==> config.mk <==
export PLATFORM = sky130hd
export DESIGN_NAME = inst_encoder
export DESIGN_NICKNAME = d
export VERILOG_FILES = /design/src/rtl/inst_encoder.sv
export SDC_FILE = /design/constraint.sdc
export NUM_CORES = 1
export LEC_CHECK = 0
export ABC_AREA = 1
export CORE_UTILIZATION = 25
export DETAILED_ROUTE_END_ITERATION = 6
export DONT_BUFFER_PORTS = 1
export SLEW_MARGIN = 20
export SYNTH_ARGS = -nofsm -noshare
export SYNTH_HDL_FRONTEND = slang
export SYNTH_SLANG_ARGS = --single-unit
==> constraint.sdc <==
create_clock -name clk_i -period 3.4 [get_ports clk_i]
set_input_delay 0.68 -clock clk_i [delete_from_list [all_inputs] [get_ports clk_i]]
set_output_delay 0.68 -clock clk_i [all_outputs]
set_load 0.1 [all_outputs]
==> src/rtl/inst_encoder.sv <==
// inst_encoder: packs opcode, funct3, register fields and a 32-bit immediate into an RV32I
// instruction word, the inverse of the immediate generator. Out-of-range immediates or
// unsupported opcodes produce NOP_WORD with Err_o set. The LI pseudo-op expands to ADDI, LUI,
// or LUI followed by ADDI.
//
// Ports
//   clk_i, rst_ni        clock (rising edge) and asynchronous active-low reset
//   Valid_i / Ready_o    request handshake; accepted when both are high at a clock edge
//   Li_i                 1 = LI pseudo-op (only Rd_i and Imm_i are used)
//   Opcode_i, Funct3_i   format select and funct3 field
//   Rd_i, Rs1_i, Rs2_i   register fields
//   Imm_i                signed immediate (byte offset for B/J, full value for U/LI)
//   Valid_o / Ready_i    output handshake; word consumed when both are high at a clock edge
//   Inst_o               encoded instruction word
//   Err_o                request was illegal and Inst_o holds NOP_WORD
//   Last_o               Inst_o is the final word of its request
module inst_encoder #(
  parameter logic [31:0] NOP_WORD = 32'h00000013
) (
  input  logic        clk_i,
  input  logic        rst_ni,
  input  logic        Valid_i,
  output logic        Ready_o,
  input  logic        Li_i,
  input  logic [6:0]  Opcode_i,
  input  logic [2:0]  Funct3_i,
  input  logic [4:0]  Rd_i,
  input  logic [4:0]  Rs1_i,
  input  logic [4:0]  Rs2_i,
  input  logic [31:0] Imm_i,
  output logic        Valid_o,
  input  logic        Ready_i,
  output logic [31:0] Inst_o,
  output logic        Err_o,
  output logic        Last_o
);

  localparam logic [6:0] OpLoad   = 7'b0000011;
  localparam logic [6:0] OpOpImm  = 7'b0010011;
  localparam logic [6:0] OpStore  = 7'b0100011;
  localparam logic [6:0] OpLui    = 7'b0110111;
  localparam logic [6:0] OpBranch = 7'b1100011;
  localparam logic [6:0] OpJalr   = 7'b1100111;
  localparam logic [6:0] OpJal    = 7'b1101111;

  typedef enum logic [1:0] {StEmpty, StOne, StHi} state_e;

  state_e      state_q, state_d;
  logic [31:0] inst_q, inst_d;
  logic        err_q, err_d;
  logic [31:0] addi_q, addi_d;

  // Request decode.
  logic        fits12, fits13, fits21;
  logic [31:0] li_sum;
  logic [31:0] enc_word;
  logic [31:0] enc_addi;
  logic        enc_err;
  logic        enc_two;
  logic        accept;

  // A signed value fits in N bits when all bits from N-1 upward agree.
  assign fits12 = (&Imm_i[31:11]) | ~(|Imm_i[31:11]);
  assign fits13 = (&Imm_i[31:12]) | ~(|Imm_i[31:12]);
  assign fits21 = (&Imm_i[31:20]) | ~(|Imm_i[31:20]);
  // Rounding hi20 up compensates for the ADDI sign-extending lo12.
  assign li_sum = Imm_i + 32'h00000800;

  always_comb begin
    enc_word = NOP_WORD;
    enc_err  = 1'b0;
    enc_two  = 1'b0;
    enc_addi = {Imm_i[11:0], Rd_i, 3'b000, Rd_i, OpOpImm};
    if (Li_i) begin
      if (fits12) begin
        enc_word = {Imm_i[11:0], 5'd0, 3'b000, Rd_i, OpOpImm};
      end else if (Imm_i[11:0] == 12'd0) begin
        enc_word = {Imm_i[31:12], Rd_i, OpLui};
      end else begin
        enc_word = {li_sum[31:12], Rd_i, OpLui};
        enc_two  = 1'b1;
      end
    end else begin
      case (Opcode_i)
        OpOpImm, OpLoad, OpJalr: begin
          enc_err  = ~fits12;
          enc_word = {Imm_i[11:0], Rs1_i, Funct3_i, Rd_i, Opcode_i};
        end
        OpStore: begin
          enc_err  = ~fits12;
          enc_word = {Imm_i[11:5], Rs2_i, Rs1_i, Funct3_i, Imm_i[4:0], Opcode_i};
        end
        OpBranch: begin
          enc_err  = ~fits13 | Imm_i[0];
          enc_word = {Imm_i[12], Imm_i[10:5], Rs2_i, Rs1_i, Funct3_i, Imm_i[4:1], Imm_i[11],
                      Opcode_i};
        end
        OpJal: begin
          enc_err  = ~fits21 | Imm_i[0];
          enc_word = {Imm_i[20], Imm_i[10:1], Imm_i[11], Imm_i[19:12], Rd_i, Opcode_i};
        end
        OpLui: begin
          enc_err  = |Imm_i[11:0];
          enc_word = {Imm_i[31:12], Rd_i, Opcode_i};
        end
        default: enc_err = 1'b1;
      endcase
      if (enc_err) begin
        enc_word = NOP_WORD;
      end
    end
  end

  // Output handshake / FSM.
  always_comb begin
    Ready_o = 1'b0;
    if (rst_ni) begin
      unique case (state_q)
        StEmpty: Ready_o = 1'b1;
        StOne:   Ready_o = Ready_i;
        StHi:    Ready_o = 1'b0;
        default: Ready_o = 1'b0;
      endcase
    end
  end

  assign accept = Valid_i & Ready_o;

  always_comb begin
    state_d = state_q;
    inst_d  = inst_q;
    err_d   = err_q;
    addi_d  = addi_q;
    unique case (state_q)
      StEmpty, StOne: begin
        if (accept) begin
          inst_d  = enc_word;
          err_d   = enc_err;
          addi_d  = enc_addi;
          state_d = enc_two ? StHi : StOne;
        end else if (state_q == StOne && Ready_i) begin
          state_d = StEmpty;
        end
      end
      StHi: begin
        if (Ready_i) begin
          inst_d  = addi_q;
          err_d   = 1'b0;
          state_d = StOne;
        end
      end
      default: state_d = StEmpty;
    endcase
  end

  always_ff @(posedge clk_i or negedge rst_ni) begin
    if (!rst_ni) begin
      state_q <= StEmpty;
      inst_q  <= 32'd0;
      err_q   <= 1'b0;
      addi_q  <= 32'd0;
    end else begin
      state_q <= state_d;
      inst_q  <= inst_d;
      err_q   <= err_d;
      addi_q  <= addi_d;
    end
  end

  assign Valid_o = (state_q != StEmpty);
  assign Last_o  = (state_q == StOne);
  assign Inst_o  = inst_q;
  assign Err_o   = err_q;

endmodule

### Word level (Yosys, flattened, before mapping)

Cells that the tools add are included.
Widths: inputs -> output; s select.

| storage, ports and cells | value |
|---|---|
| register bits after elaboration | 60 |
| input port bits | 62 |
| output and inout port bits | 36 |
| logic and storage cells | 71 |

| operators by class | value |
|---|---|
| add/sub/neg operators | 1 |
| equal/unequal tests | 12 |
| mux-type cells | 24 |
| bitwise logic cells | 12 |
| reductions and logical operators | 18 |

Operator list:

| operator | count |
|---|---|
| $mux 32 | 6 |
| $pmux 32 s5 | 1 |
| $pmux 32 s2 | 1 |
| $add 32x12->32 const B | 1 |
| $reduce_or 12->1 | 2 |
| $eq 7x7->1 const B | 3 |
| $reduce_and 21->1 | 1 |
| $reduce_or 21->1 | 1 |
| $reduce_and 20->1 | 1 |
| $reduce_or 20->1 | 1 |
| $eq 7x6->1 const B | 2 |
| $logic_not 12->1 | 1 |
| $reduce_and 12->1 | 1 |
| $mux 1 | 8 |
| $mux 2 | 4 |
| $eq 7x2->1 const B | 1 |
| $eq 7x5->1 const B | 1 |
| $not 1->1 | 6 |
| $or 1x1->1 | 5 |
| $ne 2x2->1 const B | 2 |
| $pmux 1 s2 | 2 |
| $pmux 1 s4 | 1 |
| $pmux 2 s2 | 1 |
| $reduce_and 2->1 | 2 |
| other kinds (11) | 12 |

### Depth between registers and ports, before layout

Gate-level depths: netlist of run 1.

| logic depth | value |
|---|---|
| word-level depth | 11 |
| depth in mapped cells | 15 |
| depth with buffers taken out | 14 |

### Worst setup path before layout of run 1

OpenSTA, ideal clock, no wires.

| timing path | value |
|---|---|
| kind | input to output |
| start point | input Ready_i |
| end point | output Ready_o |
| arrival time | 2.917 ns |
| required time | 2.720 ns |
| setup slack | -0.197 ns |
| cell stages on the path | 3 |
| path buffers | 1 |
| cells stage by stage | buf_2 nor2_1 nor3_1 |

| on the way | value |
|---|---|
| cells in the longest elaborated chain, start to end | 2 |

Ends and longest elaborated chain:

| item | line | source |
|---|---|---|
| start: declaration | 32 | `input logic Ready_i,` |
| $pmux 1 s2 | 118 | `unique case (state_q)` |
| $mux 1 | 117 | `if (rst_ni) begin` |
| end: declaration | 23 | `output logic Ready_o,` |

No other way between the ends.

### Worst setup path after layout of run 1

| timing path | value |
|---|---|
| start point | input Opcode_i[5] |
| end point | register inst_q[4] (netlist: Inst_o[4]) |

| on the way | value |
|---|---|
| cells in the longest elaborated chain, start to end | 8 |
| elaborated cells between the ends (all ways) | 16 |
| classes of those cells | 7 x eq/ne; 7 x mux; 2 x reduce/logical |

Ends and longest elaborated chain:

| item | line | source |
|---|---|---|
| start: declaration | 25 | `input logic [6:0] Opcode_i,` |
| $eq 7x6->1, or another cell as far along | 84 | `case (Opcode_i)` |
| $reduce_or 4->1 (no line) | - |  |
| $pmux 1 s4 | 84 |  |
| $mux 1 | 74 | `if (Li_i) begin` |
| $mux 32 * | 108 | `if (enc_err) begin` |
| $mux 32 * | 74 |  |
| $mux 32 * | 136 | `if (accept) begin` |
| $pmux 32 s2 * | 134 | `unique case (state_q)` |
| end signal: assignment | 164 | `inst_q <= inst_d;` |
| end: declaration | 49 | `logic [31:0] inst_q, inst_d;` |

Every way passes the cells marked *; elsewhere a longest branch is shown, timed or not. The select of a mux whose other input is x is not followed.
A chain may end at the register's enable or synchronous reset.

==> results of run 1 <==
[state kept, by name, summed over array words and instances (netlist names)]
register,count
state_q,2
Inst_o,32
Err_o,1
addi_q,18
[report_power, final]
part	internal [mW]	total (mW)	switching [mW]
clock	0.368	0.597	0.229
combinational	0.145	0.456	0.312
sequential	0.769	1.71	0.939
total	1.28	2.76	1.48
[cells in the mapped netlist (all sizes together)]
master  instances
a211oi          5
a21oi          33
a22o            2
a31oi           1
and2            1
buf            12
clkbuf         13
dfrtp          53
ha              2
inv            62
nand2         252
nand3          68
nand3b          1
nand4           8
nor2          114
nor3            7
o211ai          1
o21a            1
o21ai          48
o221ai          1
o22ai           5
or2             1
xnor2           3
xor2            5
[stage by stage]
stage | utilization | instances | setup slack, ns | power, mW | area (sq um)
floorplan | - | 699 | 0.6655 | 2.047 | 4255
global route | 0.2780 | 906 | 1.006 | 2.870 | 4609
CTS | 0.2780 | 906 | 1.184 | 2.774 | 4609
global placement | 0.2675 | 898 | 0.9222 | 2.171 | 4437
finish | 0.2780 | 906 | 1.203 | 2.762 | 4609
detailed placement | 0.2675 | 898 | 0.8852 | 2.177 | 4437
[worst paths after layout]
kind                             start         end  slack [ns]
setup reg to reg            state_q[0]   Inst_o[0]        1.29
hold reg to reg              addi_q[4]   addi_q[4]        0.45
min in group clk_i           addi_q[4]   addi_q[4]        0.45
hold / removal                  rst_ni   Inst_o[0]        0.08
max in group asynchronous       rst_ni  Inst_o[21]        3.21
setup / recovery           Opcode_i[5]   Inst_o[4]        1.20
[critical path: stages]
cell and delay [ns]:
inv_2 0.03, nor2_4 0.16, nand3_1 0.34, nand3_2 0.32, o21ai_2 0.12, nor2_8 0.32
nand2_2 0.19, o21ai_1 0.16, nand2_1 0.06
[final cells by class]
type | instances | area [sq um]
tap | 220 | 275.3
timing repair buffer | 4 | 30.03
fill | 1910 | 11970
inverter | 62 | 232.7
clock inverter | 1 | 30.03
sequential | 53 | 1326
clock buffer | 7 | 142.6
multi-input combinational | 559 | 2572
[metal layers]
metal,global-route usage,routed length (um),vias to the layer above
met3,0.04344,1380,16
met2,0.2556,6429,189
met4,0.04917,303,0
met1,0.2362,6873,2052
met5,0,0,-
li1,-,-,2202
[logic make-up after synthesis]
family | count (synthesis) | synth area share
compound gates | 97 | 0.1236
xor+xnor | 8 | 0.01649
fa+ha+maj | 2 | 0.005887
buf+inv | 87 | 0.08596
flops | 53 | 0.3120
simple gates | 452 | 0.4560
==> results by group, run 1 <==
Die
  – Ports: 98
  – Initial Util: 0.2563
  – Die X: 132.4 um
  – Core Region: 16580 sq um
  – Full die area: 17530 sq um
  – Die Y: 132.4 um
  – Row cnt: 47

Global routing
  – All-Layer GR Usage: 0.1693
  – Vias in the first global route: 4126
  – Pin count of the biggest net entering global routing: 55
  – Antenna violations before repair: 0
  – Global-route wire length before repair: 23.40 mm
  – Total gr overflow: 0

CTS
  – H-tree levels: 2
  – Clock latency on the worst-skew pair: 0.29 ns
  – Hold_buf cts: 0
  – Sink Count: 53
  – Clock tree buffer depth: 2
  – Clk pin slew, worst setup/hold paths: 0.07 ns
  – Post-CTS Setup Inserts: 0
  – PostCTS Resize Cnt: 0
  – Cts bufs inserted: 5
  – CTS tree: done
  – Clock root buffer: clkbuf_16

Layout
  – Area delta synth->final: 8.449%
  – Antenna fix cells: 0
  – # nets final: 749
  – Share of cells above drive strength 1: 0.06122
  – Most common library cell in the layout ignoring fill and taps: nand2_1
  – Commonest cells after routing, fill and taps aside: nand2_1 (243), nor2_1 (102), nand3_1 (67)

Synth
  – Post-synth top area share: 0.3120
  – Ys Warns: 0
  – Syn Nets: 763
  – #FFs+latches synth: 53
  – Synth area leaders: dfrtp_1 (31%), nand2_1 (21%), nor2_1 (9.1%)
  – Cell area after synthesis: 4250 sq um
  – Dominant cell type by area after synthesis: dfrtp_1
  – Seq/Total Area, Yosys: 0.3120
  – Syn_area_per_cell: 6.081 sq um
  – Cell variety after synth: 35
  – Mapped Cells: 699

Routing
  – DR vias: 4459
  – Detailed Routing Iterations Pass 1: 5
  – Via-to-Cell Ratio: 4.922
  – DRC: 0
  – Wirelength per Cell: 16.54 um
  – WL final: 14.99 mm
  – ANT nets after route: 0
  – Iteration-0 DRC Markers: 387

Timing
  – Worst-margin pin slew: 0.9823 ns
  – Fmax: 455.1 MHz
  – Clk_skew: 0.003722 ns
  – Endpoints failing setup: 0
  – Crit share post-route: 0.6463
  – WHS: 0.07653 ns
  – RSZ-0062 raised after global routing: false
  – Setup TNS: 0 ns
  – Headroom to the max-slew limit: 0.3451
  – Min Tclk post-route: 2.197 ns
  – Max Slew Vio Count: 0
  – Final Hold Fails: 0

Setup path
  – Crit end category: flip-flop
  – Worst Path Arrival: 2.38 ns
  – CP Max Fanout: 23
  – Critical path class: input port to flip-flop
  – Crit path launch type: input port
  – Worst EP required: 3.58 ns
  – Worst R2R Path Depth: 10

Pwr
  – Maximum vdd drop: 0.0003360 V
  – Static leakage: 2.295 nW
  – Cell area power density: 599.1 nW/um^2

Placement
  – Buffers added on ports: 0
  – Hpwl dp: 11.63 mm
  – RePlAce Congestion: 0.8749

Min path
  – HP Class: input port to asynchronous set/reset pin

Run
  – Max cap viols: 0

Status
  – Status: finished clean
(Power assumes the default switching activity.)
==> inputs of run 2 (changes only) <==
- clock period: 3.4 -> 2 ns (I/O delays scaled with it)
==> results by group, run 2 (synthesis results as in run 1) <==
Status
  – Status: finished clean

Die
  – Core Region: 16580 sq um
  – Initial Util: 0.2563
  – Die Y: 132.4 um
  – Row cnt: 47
  – Die X: 132.4 um
  – Full die area: 17530 sq um
  – Ports: 98

Setup path
  – CP Launch Point: state_q[0]
  – CP Max Fanout: 42
  – Reg2reg start: state_q[0]
  – Crit path launch type: flip-flop
  – Critical path class: flip-flop to flip-flop
  – Worst EP required: 2.19 ns
  – Crit end category: flip-flop
  – Worst Path Arrival: 2.00 ns
  – End of the critical path: Inst_o[2]
  – Worst R2R Path Depth: 10
  – Reg2Reg Setup Slack: 0.19 ns
  – Worst reg2reg path endpoint: Inst_o[2]

CTS
  – Clock latency on the worst-skew pair: 0.29 ns
  – Clk pin slew, worst setup/hold paths: 0.07 ns
  – CTS tree: done
  – Post-CTS Setup Inserts: 0
  – Clock root buffer: clkbuf_16
  – Sink Count: 53
  – Clock tree buffer depth: 2
  – H-tree levels: 2
  – Cts bufs inserted: 5

Timing
  – Clk_skew: 0.007324 ns
  – Setup TNS: 0 ns
  – Worst-margin pin slew: 0.9448 ns
  – Crit share post-route: 0.9031
  – RSZ-0062 raised after global routing: false
  – Final Hold Fails: 0
  – Headroom to the max-slew limit: 0.3702
  – Max Slew Vio Count: 0
  – Fmax: 553.7 MHz
  – Min Tclk post-route: 1.806 ns
  – Endpoints failing setup: 0

Pwr
  – Maximum vdd drop: 0.0005229 V
  – Comb power frac: 0.484
  – Cell Int Power: 2.279 mW
  – Clock power frac: 0.171
  – Power Total: 4.833 mW
  – Sequential power share: 0.345
  – Static leakage: 2.582 nW
  – Switching pwr: 2.554 mW
  – Cell area power density: 957.3 nW/um^2
  – Sw frac: 0.5285

Routing
  – ANT nets after route: 0
  – Iteration-0 DRC Markers: 428
  – Detailed Routing Iterations Pass 1: 5
  – DR vias: 4577
  – WL final: 15.10 mm
  – Wirelength per Cell: 15.67 um
  – Via-to-Cell Ratio: 4.748
  – DRC: 0

Min path
  – HP Class: input port to flip-flop
  – Hold depth: 1

Placement
  – Buffers added on ports: 0
  – RePlAce Congestion: 0.9320
  – Hpwl dp: 12.15 mm

Run
  – Max cap viols: 0

Global routing
  – Vias in the first global route: 4243
  – Pin count of the biggest net entering global routing: 54
  – All-Layer GR Usage: 0.1748
  – Antenna violations before repair: 0
  – Global-route wire length before repair: 24.01 mm
  – Total gr overflow: 0

Layout
  – Area delta synth->final: 18.78%
  – Max FFs per register: 32
  – Share of cells above drive strength 1: 0.1331
  – Commonest cells after routing, fill and taps aside: nand2_1 (243), nor2_1 (102), nand3_1 (67)
  – Most common library cell in the layout ignoring fill and taps: nand2_1
  – Antenna fix cells: 0
  – # nets final: 807
## run 2: cell type report
type,count,area [sq um]
clock inverter,2,10.01
multi-input combinational,559,2572
tap,220,275.3
inverter,62,235.2
sequential,53,1326
fill,1878,11530
timing repair buffer,62,500.5
clock buffer,6,128.9
## run 2: through the flow
step	hold WS [ns]	worst slack, ns	area (sq um)	cells	util
after global placement	0.1068	0.03962	4870	954	0.2936
after global routing	0.2152	0.01950	5049	964	0.3044
after CTS	0.2107	0.1589	5046	964	0.3043
final	0.2193	0.1938	5049	964	0.3044
after floorplan	0.1044	0.1668	4264	699	-
after detailed placement	0.1067	0.05408	4870	954	0.2936
## run 2: what timing repair did
item,4_1_cts,5_1_grt
hold endpoints to repair,53,0
hold buffers,2,0
gates resized for setup,0,2
endpoints found under the setup margin,0,1
## run 2: how the worst min path moves through the flow
| stage | startpoint | endpoint | slack, ns |
|---|---|---|---|
| 4_1_cts | Ready_i | state_q[1] | 0.21 |
| 5_1_grt | Ready_i | state_q[1] | 0.22 |
| 6_report | Ready_i | state_q[1] | 0.22 |
| 2_1_floorplan | rst_ni | Err_o | 0.10 |
| 3_3_place_gp | rst_ni | Inst_o[0] | 0.11 |
| 3_5_place_dp | rst_ni | Inst_o[0] | 0.11 |
## run 2: worst max-delay path, stage by stage, from the launching register on
cell and delay (ns):
dfrtp_1 0.33, inv_1 0.07, nor2_1 0.13, inv_1 0.07, nand3_1 0.09, buf_4 0.37, inv_1 0.23, nand2_1 0.20
inv_1 0.07, nand2_1 0.08, nand2_1 0.05
## run 2: routing by layer
layer	up-vias	routed length, um	track usage
li1	2313	-	-
met4	0	220	0.04151
met2	170	6624	0.2661
met3	12	1202	0.03960
met1	2082	7056	0.2487
met5	-	0	0
## run 2: power groups by stage
stage	Sequential (mW)	Combinational (mW)	Clock (mW)
after floorplan	2.85	0.636	0
after global placement	1.68	2.31	0
after detailed placement	1.69	2.31	0
after CTS	1.67	2.35	0.853
after global routing	1.69	2.47	0.902
final	1.67	2.34	0.828
==> inputs of run 3 (changes only) <==
- CORE_MARGIN: not set -> 2
==> results by group, run 3 (synthesis results as in run 1) <==
Global routing
  – All-Layer GR Usage: 0.1650
  – Global-route wire length before repair: 23.49 mm
  – Vias in the first global route: 4204
  – Antenna violations before repair: 0
  – Total gr overflow: 0
  – Pin count of the biggest net entering global routing: 54

Timing
  – Min Tclk post-route: 1.814 ns
  – Final Hold Fails: 0
  – Setup TNS: 0 ns
  – RSZ-0062 raised after global routing: false
  – Max Slew Vio Count: 0
  – Clk_skew: 0.004434 ns
  – Fmax: 551.2 MHz
  – Endpoints failing setup: 0
  – Worst-margin pin slew: 0.9424 ns
  – Crit share post-route: 0.9071
  – Headroom to the max-slew limit: 0.3718

Layout
  – # nets final: 806
  – Max FFs per register: 32
  – Finished Layout Cells: 963
  – Antenna fix cells: 0
  – Most common library cell in the layout ignoring fill and taps: nand2_1
  – Commonest cells after routing, fill and taps aside: nand2_1 (243), nor2_1 (102), nand3_1 (67)
  – Util after Layout: 0.3061
  – Share of cells above drive strength 1: 0.1332
  – Area delta synth->final: 19.43%

Run
  – Max cap viols: 0

CTS
  – CTS tree: done
  – Sink Count: 53
  – H-tree levels: 2
  – Clock latency on the worst-skew pair: 0.29 ns
  – Clock root buffer: clkbuf_16
  – PostCTS Resize Cnt: 0
  – Clock tree buffer depth: 2
  – Clk pin slew, worst setup/hold paths: 0.07 ns
  – Cts bufs inserted: 5

Setup path
  – CP Launch Point: state_q[1]
  – Worst EP required: 2.18 ns
  – Critical path class: flip-flop to flip-flop
  – CP Max Fanout: 26
  – Reg2reg start: state_q[1]
  – Worst R2R Path Depth: 7
  – Crit path launch type: flip-flop
  – Crit end category: flip-flop
  – Worst Path Arrival: 2.00 ns

Die
  – Initial Util: 0.2563
  – Core Region: 16580 sq um
  – Die X: 134.4 um
  – Row cnt: 47
  – Die Y: 134.4 um
  – Ports: 98
  – Full die area: 18060 sq um

Min path
  – Hold depth: 1
  – Hold path start: Ready_i
  – HP Class: input port to flip-flop

Routing
  – DR vias: 4549
  – Iteration-0 DRC Markers: 364
  – Via-to-Cell Ratio: 4.724
  – ANT nets after route: 0
  – DRC: 0
  – WL final: 14.98 mm
  – Wirelength per Cell: 15.56 um
  – Detailed Routing Iterations Pass 1: 5

Placement
  – RePlAce Congestion: 0.8902
  – Inst Count DP: 953
  – Buffers added on ports: 0
  – Hpwl dp: 12.09 mm

Pwr
  – Static leakage: 2.589 nW
  – Maximum vdd drop: 0.0006115 V
  – Cell area power density: 990.3 nW/um^2

Status
  – Status: finished clean
-- run 3: worst max-delay path: stages (launching register included) --
cell     delay (ns)
dfrtp_1        0.46
nand2_1        0.25
buf_4          0.35
inv_1          0.13
nor2_1         0.18
nand3_1        0.13
o21ai_1        0.14
nand2_1        0.06
-- run 3: final timing paths --
check | to | slack [ns]
worst max-delay path | Inst_o[4] | 0.19
worst min-delay path | state_q[1] | 0.21
worst max register to register | Inst_o[4] | 0.19
worst min register to register | addi_q[4] | 0.46
max in group asynchronous | Inst_o[8] | 1.14
min in group asynchronous | Inst_o[0] | 0.62
-- run 3: stage by stage --
step / instance area (sq um) / hold WS (ns) / setup WS, ns / total power, mW
floorplan: 4264 / 0.1044 / 0.1668 / 3.484
global placement: 4862 / 0.1067 / -0.03762 / 4.001
detailed placement: 4862 / 0.1070 / -0.01087 / 4.008
CTS: 5076 / 0.2090 / 0.1949 / 5.053
global route: 5076 / 0.2045 / 0.03551 / 5.249
finish: 5076 / 0.2111 / 0.1858 / 5.027
-- run 3: area by class of cell --
class,count,area (sq um)
fillers,1852,11510
multi-input cells,559,2572
flip-flops and latches,53,1326
repair buffers,61,493.0
well taps,220,275.3
inverters,62,232.7
clock buffers,6,138.9
clock inverters,2,37.54
-- run 3: where the power goes --
part / internal, mW / switching [mW] / total [mW]
Combinational: 0.487 / 1.90 / 2.38
Sequential: 1.33 / 0.291 / 1.63
Clock: 0.625 / 0.392 / 1.02
Total: 2.45 / 2.58 / 5.03
-- run 3: what timing repair did --
item	4_1_cts	5_1_grt
setup endpoints to repair	0	0
hold buffers	2	0
endpoints found under the hold margin	53	0
setup buffers	0	0
-- run 3: per-layer routing --
layer	global-route usage	wire, um	vias to the layer above
met5	0	0	-
met2	0.2520	6466	178
met3	0.03212	1173	17
met1	0.2384	7046	2035
met4	0.04152	297	0
li1	-	-	2319
